## src/rtl/button_debounce_multi_pkg.sv

```systemverilog
// Shared constants and width helper for the multi-channel button debouncer.
package button_debounce_multi_pkg;

  localparam int DEBOUNCE_TICKS_DEF = 15;
  localparam int HOLD_TICKS_DEF     = 64;

  // Bits needed to hold values 0..v (at least one bit).
  function automatic int cnt_width(input int v);
    if (v < 1) begin
      return 1;
    end else begin
      return $clog2(v + 1);
    end
  endfunction

endpackage

```

## src/rtl/button_debounce_multi_channel.sv

```systemverilog
// One button channel: 2-FF synchronizer, symmetric tick-timed level filter,
// press/release edge pulses and long-press (hold) detection.
module debounce_channel
  import button_debounce_multi_pkg::*;
#(
  parameter int DEBOUNCE_TICKS = DEBOUNCE_TICKS_DEF,
  parameter int HOLD_TICKS     = HOLD_TICKS_DEF
) (
  input  logic clk,
  input  logic reset,
  input  logic countdown_en,
  input  logic button_in,
  output logic button_out,
  output logic press,
  output logic release_pulse,
  output logic long_press,
  output logic held
);

  localparam int CW = cnt_width(DEBOUNCE_TICKS);
  localparam int HW = cnt_width(HOLD_TICKS);
  localparam logic [CW-1:0] DB_LAST   = CW'(DEBOUNCE_TICKS - 1);
  localparam logic [CW-1:0] DB_ONE    = CW'(1);
  localparam logic [HW-1:0] HOLD_LAST = HW'(HOLD_TICKS - 1);
  localparam logic [HW-1:0] HOLD_ONE  = HW'(1);

  logic          s1;
  logic          s2;
  logic [CW-1:0] cnt;
  logic [CW-1:0] cnt_next;
  logic [HW-1:0] hcnt;
  logic [HW-1:0] hcnt_next;
  logic          flip;
  logic          level_next;
  logic          press_next;
  logic          release_next;
  logic          long_next;
  logic          held_next;

  // Next-state for the level filter, edge pulses and hold tracking.
  always_comb begin
    flip      = 1'b0;
    cnt_next  = cnt;
    hcnt_next = hcnt;
    held_next = held;
    long_next = 1'b0;

    if (s2 == button_out) begin
      cnt_next = '0;
    end else if (countdown_en) begin
      if (cnt == DB_LAST) begin
        flip     = 1'b1;
        cnt_next = '0;
      end else begin
        cnt_next = cnt + DB_ONE;
      end
    end else begin
      cnt_next = cnt;
    end

    level_next   = flip ? s2 : button_out;
    press_next   = flip & s2;
    release_next = flip & ~s2;

    // The rising-flip tick is not counted: button_out is still 0 on that edge.
    if (!button_out || flip) begin
      hcnt_next = '0;
      held_next = 1'b0;
    end else if (!held && countdown_en) begin
      if (hcnt == HOLD_LAST) begin
        held_next = 1'b1;
        long_next = 1'b1;
      end else begin
        hcnt_next = hcnt + HOLD_ONE;
      end
    end else begin
      hcnt_next = hcnt;
    end
  end

  // State and output registers; reset clears everything including the synchronizer.
  always_ff @(posedge clk) begin
    if (reset) begin
      s1            <= 1'b0;
      s2            <= 1'b0;
      cnt           <= '0;
      hcnt          <= '0;
      button_out    <= 1'b0;
      press         <= 1'b0;
      release_pulse <= 1'b0;
      long_press    <= 1'b0;
      held          <= 1'b0;
    end else begin
      s1            <= button_in;
      s2            <= s1;
      cnt           <= cnt_next;
      hcnt          <= hcnt_next;
      button_out    <= level_next;
      press         <= press_next;
      release_pulse <= release_next;
      long_press    <= long_next;
      held          <= held_next;
    end
  end

endmodule

```

## src/rtl/button_debounce_multi.sv

```systemverilog
// N independent debounce channels sharing one sample tick.
module button_debounce_multi
  import button_debounce_multi_pkg::*;
#(
  parameter int N_CH           = 4,
  parameter int DEBOUNCE_TICKS = DEBOUNCE_TICKS_DEF,
  parameter int HOLD_TICKS     = HOLD_TICKS_DEF
) (
  input  logic            clk,
  input  logic            reset,
  input  logic            countdown_en,
  input  logic [N_CH-1:0] button_in,
  output logic [N_CH-1:0] button_out,
  output logic [N_CH-1:0] press,
  output logic [N_CH-1:0] release_pulse,
  output logic [N_CH-1:0] long_press,
  output logic [N_CH-1:0] held
);

  for (genvar i = 0; i < N_CH; i++) begin : g_ch
    debounce_channel #(
      .DEBOUNCE_TICKS(DEBOUNCE_TICKS),
      .HOLD_TICKS    (HOLD_TICKS)
    ) u_ch (
      .clk          (clk),
      .reset        (reset),
      .countdown_en (countdown_en),
      .button_in    (button_in[i]),
      .button_out   (button_out[i]),
      .press        (press[i]),
      .release_pulse(release_pulse[i]),
      .long_press   (long_press[i]),
      .held         (held[i])
    );
  end

endmodule
```

## config.mk

```make
export PLATFORM = sky130hd
export DESIGN_NAME = button_debounce_multi
export DESIGN_NICKNAME = d
export VERILOG_FILES = /design/src/rtl/button_debounce_multi_pkg.sv /design/src/rtl/button_debounce_multi_channel.sv /design/src/rtl/button_debounce_multi.sv
export SDC_FILE = /design/constraint.sdc
export NUM_CORES = 1
export LEC_CHECK = 0
export CORE_MARGIN = 2
export CORE_UTILIZATION = 58
export CTS_CLUSTER_SIZE = 28
export DETAILED_ROUTE_END_ITERATION = 7
export PLACE_DENSITY = 0.79
export SYNTH_ARGS = -nofsm -noshare
export SYNTH_HDL_FRONTEND = slang
export SYNTH_HIERARCHICAL = 1
export SYNTH_SLANG_ARGS = --single-unit
```

## constraint.sdc

```tcl
create_clock -name clk -period 1.7 [get_ports clk]
set_input_delay 0.34 -clock clk [delete_from_list [all_inputs] [get_ports clk]]
set_output_delay 0.34 -clock clk [all_outputs]
set_load 0.02 [all_outputs]
```

==> flow_summary.toml, run 1 <==
[die]
num_rows = 28
dieHeight_um = 81.2
die_x_um = 81.2
dieArea_sq_um = 6590
pin_count = 27
initial_core_util = 0.590
core_sq_um = 5850

[yosys]
synth_async_sr_flop_share = 0
synthTopCellsByCount = "dfxtp_1 (72), o211ai_1 (32), inv_1 (24), nand3_1 (24)"
ys_types = 32
synth.most_common_cell = "dfxtp_1"
ys_seq_area_frac = 0.417
synthFlopType = "dfxtp_1"
ys_seq_elements = 72
netlist_instances = 364
yosysTopAreaCellShare = 0.417
yosysWarningCount = 6
syn_nets = 375
syn_area_sq_um = 3450
postSynthAreaPerCell_sq_um = 9.49
synthTopCellsByArea = "dfxtp_1 (42%), o211ai_1 (7.0%), mux2i_1 (5.8%)"
synth.largest_area_cell = "dfxtp_1"
synth_edf_count = 0

[global_route]
grt.total_usage = 0.220
grt.busiest_layer = "met2"
antenna_found_initial = 0
use_met3 = 0.0700
grt_pass1_vias = 2570
met2_usage = 0.365
grt_max_degree = 16
grt.overflow.total = 0
met1_usage = 0.271
grt_pass1_wl_um = 11300

[final_layout]
area_growth_pct = 19.9
final_cell_count_no_fill = 493
drive_gt1_frac = 0.163
diodes = 0
layout.nets = 425

[sta]
worst_slew_pin_slew_ps = 392
fmax_mhz = 607
period_share = 0.968
min_period_ps = 1650
finalSetupViolCount = 0
hold_viol = 0
final.setup.tns_ps = 0
slew_headroom = 0.736
rsz0062_at_grt = "no"
skew_ps = 8.06
slew_violations = 0

[worst_setup_path]
max_stage_delay_ps = 620
crit_buf_inv = 1
startpoint_type = "flop"
ff2ff_setup_slack_ps = 190
crit_type = "flop to output port"
critPathCapture = "held[1]"
critPathLaunch = "g_ch[1].u_ch/held$_SDFFE_PP0P_"
timing.rr.end = "g_ch[2].u_ch/hcnt[2]$_SDFFE_PP0P_"
slowest_stage = "clkdlybuf4s50_1"
r2r-start = "g_ch[2].u_ch/hcnt[0]$_SDFFE_PP0P_"
crit_cells = 1
crit_required_ps = 1360
cp-end-kind = "output port"
cp_max_fo = 3
crit_arrival_ps = 1310
path_delay_family = "buffers and inverters"
rr_worst_depth = 5
cp_cell_sequence = "clkdlybuf4s50_1"

[cts]
cts.clk_slew.worst_paths_ps = 70
cts_root_buffer = "clkbuf_8"
cts-hold-fix-buffers = 0
htreeDepth = 3
clk_latency_ps = 340
tritoncts = "yes"
cts_made_buffers = 9
clock-sinks = 72
cts_buffer_depth = 2

[drt]
vias_per_cell = 5.73
drc_errors = 0
wirelength_um = 6670
avgRoutedWirePerCell_um = 13.5
num_vias = 2827
firstDrtPassIters = 4
antenna_left = 0
drt_iter0_drc = 117

[power]
p_int_mw = 2.56
clkPwrFrac = 0.425
seqPwrFrac = 0.524
power.density_nw_per_um2 = 786
leakage_nw = 1.51
vdd_drop_max_mv = 0.461
swShare = 0.214
switching_power_uw = 695
p_comb_frac = 0.051

[min_path]
hold_path.class = "flop to flop"

[job]
cap_violations = 0

[outcome]
status = "complete, no violations"

[placement]
port_buffers = 26
place.gp.congestion = 0.792
hpwl_um = 4640
placed_cells = 478
[how the worst min path moves through the flow]
stage / cells past startpoint / slack, ps / endpoint / startpoint
finish: 1 / 440 / g_ch[3].u_ch/s2$_SDFF_PP0_ / g_ch[3].u_ch/s1$_SDFF_PP0_
global route: 1 / 460 / g_ch[0].u_ch/s2$_SDFF_PP0_ / g_ch[0].u_ch/s1$_SDFF_PP0_
CTS: 1 / 440 / g_ch[3].u_ch/s2$_SDFF_PP0_ / g_ch[3].u_ch/s1$_SDFF_PP0_
detailed placement: 1 / 430 / g_ch[3].u_ch/s2$_SDFF_PP0_ / g_ch[3].u_ch/s1$_SDFF_PP0_
global placement: 1 / 420 / g_ch[0].u_ch/s2$_SDFF_PP0_ / g_ch[0].u_ch/s1$_SDFF_PP0_
floorplan: 1 / 410 / g_ch[0].u_ch/button_out$_SDFFE_PP0P_ / reset
[flip-flops by register name (all words and copies together) (netlist names)]
signal                   flops
g_ch.u_ch/s2                 4
g_ch.u_ch/cnt               16
g_ch.u_ch/held               4
g_ch.u_ch/button_out         4
g_ch.u_ch/release_pulse      4
g_ch.u_ch/s1                 4
g_ch.u_ch/press              4
g_ch.u_ch/long_press         4
g_ch.u_ch/hcnt              28
[routing by layer]
layer / vias up / share of wire
li1: 1440 / -
met1: 1334 / 0.48
met3: 6 / 0.039
met4: 0 / 0.011
met2: 47 / 0.47
met5: - / 0
[cell type report]
type / count / area [sq um]
inverters: 24 / 90.1
clock inverters: 3 / 40.0
clock buffers: 12 / 165
flip-flops and latches: 72 / 1440
well taps: 75 / 93.8
fillers: 431 / 1710
repair buffers: 55 / 493
multi-input cells: 252 / 1820
[placed cells by master, fill, tap and decap left out, drive strengths merged, types with 12 or more instances in the layout]
| cell type | n |
|---|---|
| nand2b | 12 |
| nand2 | 12 |
| dfxtp | 72 |
| nand3 | 24 |
| mux2i | 20 |
| o211ai | 32 |
| buf | 29 |
| nor2 | 12 |
| a21oi | 24 |
| clkdlybuf4s50 | 19 |
| nor3 | 16 |
| nor2b | 20 |
| inv | 24 |
| clkbuf | 12 |
[power groups by stage]
stage	Sequential (mW)	Combinational (mW)	Clock, mW
final	1.71	0.167	1.38
after global routing	1.71	0.182	1.49
after CTS	1.71	0.167	1.41
after detailed placement	1.74	0.166	0
after global placement	1.74	0.160	0
after floorplan	1.74	0.100	0
[cell families after synthesis]
family,count (synthesis),synth area share
and+or+nand+nor,128,0.228
AOI/OAI and AO/OA,92,0.206
DFF,72,0.417
buffers and inverters,40,0.0565
muxes,20,0.0580
xor gates and xnor gates,8,0.0203
adders and majority gates,4,0.0145
[timing repair]
action | 4_1_cts | 5_1_grt
endpoints found under the setup margin | 4 | 3
buffers inserted | 0 | 0
gates resized for setup | 4 | 3
pin swaps | 0 | 0
[metrics by stage]
step	hold WS (ps)	total power, mW	area (sq um)	setup slack [ps]	util
2_1_floorplan	409	1.84	3450	369	-
3_5_place_dp	429	1.91	3930	-272	0.672
5_1_grt	464	3.38	4140	8.10	0.708
4_1_cts	444	3.28	4130	11.3	0.706
3_3_place_gp	417	1.90	3930	-233	0.672
6_report	441	3.26	4140	53.9	0.708
Power figures use the tool's default switching activity.
==> inputs of run 2 (changes only) <==
Settings changed: CAP_MARGIN from default to 20, CORE_UTILIZATION 58 to 62, PLACE_DENSITY 0.79 to 0.84, SLEW_MARGIN from default to 5.
Clock period 1.7 ns to 2.1 ns, I/O delays scaled along.
==> run 2 against run 1 <==
  * Worst setup slack improved by 260 ps
  * Hold slack hardly changed
  * Largest power group unchanged
  * Critical path depth is the same
  * Non-clock buffer count down 11
  * Core utilization increased by 3.3 points
==> flow_summary.toml, run 2 (same netlist as run 1, synthesis figures left out) <==
[outcome]
status = "complete, no violations"

[final_layout]
multi_input_area_sq_um = 1820
area_growth_pct = 16.7
drive_gt1_frac = 0.142
n_fill_cell = 384
layout.nets = 414
final_cell_count_no_fill = 480
regMostFlops = "g_ch.u_ch/hcnt"
reg.largest.list = "g_ch.u_ch/hcnt x28, g_ch.u_ch/cnt x16"
seq_area_sq_um = 1440
largest_reg_flops = 28
final_common_cell = "dfxtp_1"
diodes = 0
final_cell_mix = "dfxtp_1 (72), o211ai_1 (32), clkdlybuf4s50_1 (26), nand3_1 (24), inv_1 (24)"

[cts]
cts_buffer_depth = 2
cts-resized-gates = 0
cts_root_buffer = "clkbuf_8"
htreeDepth = 3
cts_setup_buffers = 0
clk_latency_ps = 340
cts.clk_slew.worst_paths_ps = 70
cts-hold-fix-buffers = 0
clock-sinks = 72
tritoncts = "yes"
cts_made_buffers = 9

[worst_setup_path]
cp_cell_sequence = "clkdlybuf4s50_1"
cp-end-kind = "output port"
crit_arrival_ps = 1370
cp_max_fo = 4
max_stage_delay_ps = 640
crit_buf_inv = 1
path_delay_family = "buffers and inverters"
crit_type = "flop to output port"
slowest_stage = "clkdlybuf4s50_1"
startpoint_type = "flop"
crit_required_ps = 1680

[die]
dieHeight_um = 78.6
core_sq_um = 5440
num_rows = 27
initial_core_util = 0.635
dieArea_sq_um = 6180
pin_count = 27
die_x_um = 78.6

[power]
p_total_mw = 2.50
vdd_drop_max_mv = 0.455
power.density_nw_per_um2 = 620
leakage_nw = 1.37

[drt]
vias_per_cell = 5.84
top_layer = "met4"
firstDrtPassIters = 4
drt_iter0_drc = 191
met1Wirelength_um = 3070
drc_errors = 0
num_vias = 2801
antenna_left = 0
met3_length_um = 286
dr_wl_met2_um = 2960
avgRoutedWirePerCell_um = 13.4
wirelength_um = 6440

[sta]
worst_slew_pin_slew_ps = 557
min_period_ps = 1790
finalSetupViolCount = 0
skew_ps = 5.74
rsz0062_at_grt = "no"
slew_headroom = 0.628
hold_viol = 0
slew_violations = 0
period_share = 0.853
final.setup.tns_ps = 0
fmax_mhz = 558

[min_path]
hold_path.class = "flop to flop"

[global_route]
grt_pass1_wl_um = 11200
grt.total_usage = 0.225
grt.overflow.total = 0
antenna_found_initial = 0
grt_pass1_vias = 2583
grt_max_degree = 18

[placement]
place.gp.congestion = 0.825
port_buffers = 26
hpwl_um = 4420
placed_cells = 464

[job]
cap_violations = 0
## run 2: area by class of cell
type,instances,area share
clock inverters,5,0.00776
multi-input cells,252,0.451
well taps,72,0.0224
flip-flops and latches,72,0.358
clock buffers,11,0.0376
repair buffers,44,0.101
inverters,24,0.0224
## run 2: metrics by stage
step	setup slack [ps]	hold slack [ps]	instance area (sq um)	util
4_1_cts	296	441	4030	0.741
5_1_grt	275	451	4030	0.741
3_5_place_dp	40.8	427	3850	0.707
2_1_floorplan	769	414	3450	-
3_3_place_gp	84.2	417	3850	0.707
6_report	309	441	4030	0.741
## run 2: report_power, final
| part | switching, mW | leakage, nW | internal (mW) | total [mW] |
|---|---|---|---|---|
| logic | 0.0690 | 0.690 | 0.0519 | 0.121 |
| registers | 0.00689 | 0.582 | 1.37 | 1.38 |
| clock network | 0.507 | 0.0951 | 0.489 | 0.996 |
| total | 0.583 | 1.37 | 1.91 | 2.50 |
## run 2: worst paths after layout
| kind | to | start | cells past startpoint | slack (ps) |
|---|---|---|---|---|
| setup / recovery | button_out[1] | g_ch[1].u_ch/button_out$_SDFFE_PP0P_ | 1 | 310 |
| hold / removal | g_ch[3].u_ch/s2$_SDFF_PP0_ | g_ch[3].u_ch/s1$_SDFF_PP0_ | 1 | 440 |
| setup reg to reg | g_ch[0].u_ch/hcnt[2]$_SDFFE_PP0P_ | g_ch[0].u_ch/hcnt[0]$_SDFFE_PP0P_ | 5 | 580 |
| hold reg to reg | g_ch[3].u_ch/s2$_SDFF_PP0_ | g_ch[3].u_ch/s1$_SDFF_PP0_ | 1 | 440 |
## run 2: layer usage
metal / up-vias / global-route usage
met4: 0 / 0.118
met3: 12 / 0.0460
li1: 1426 / -
met1: 1285 / 0.294
met5: - / 0
met2: 78 / 0.350
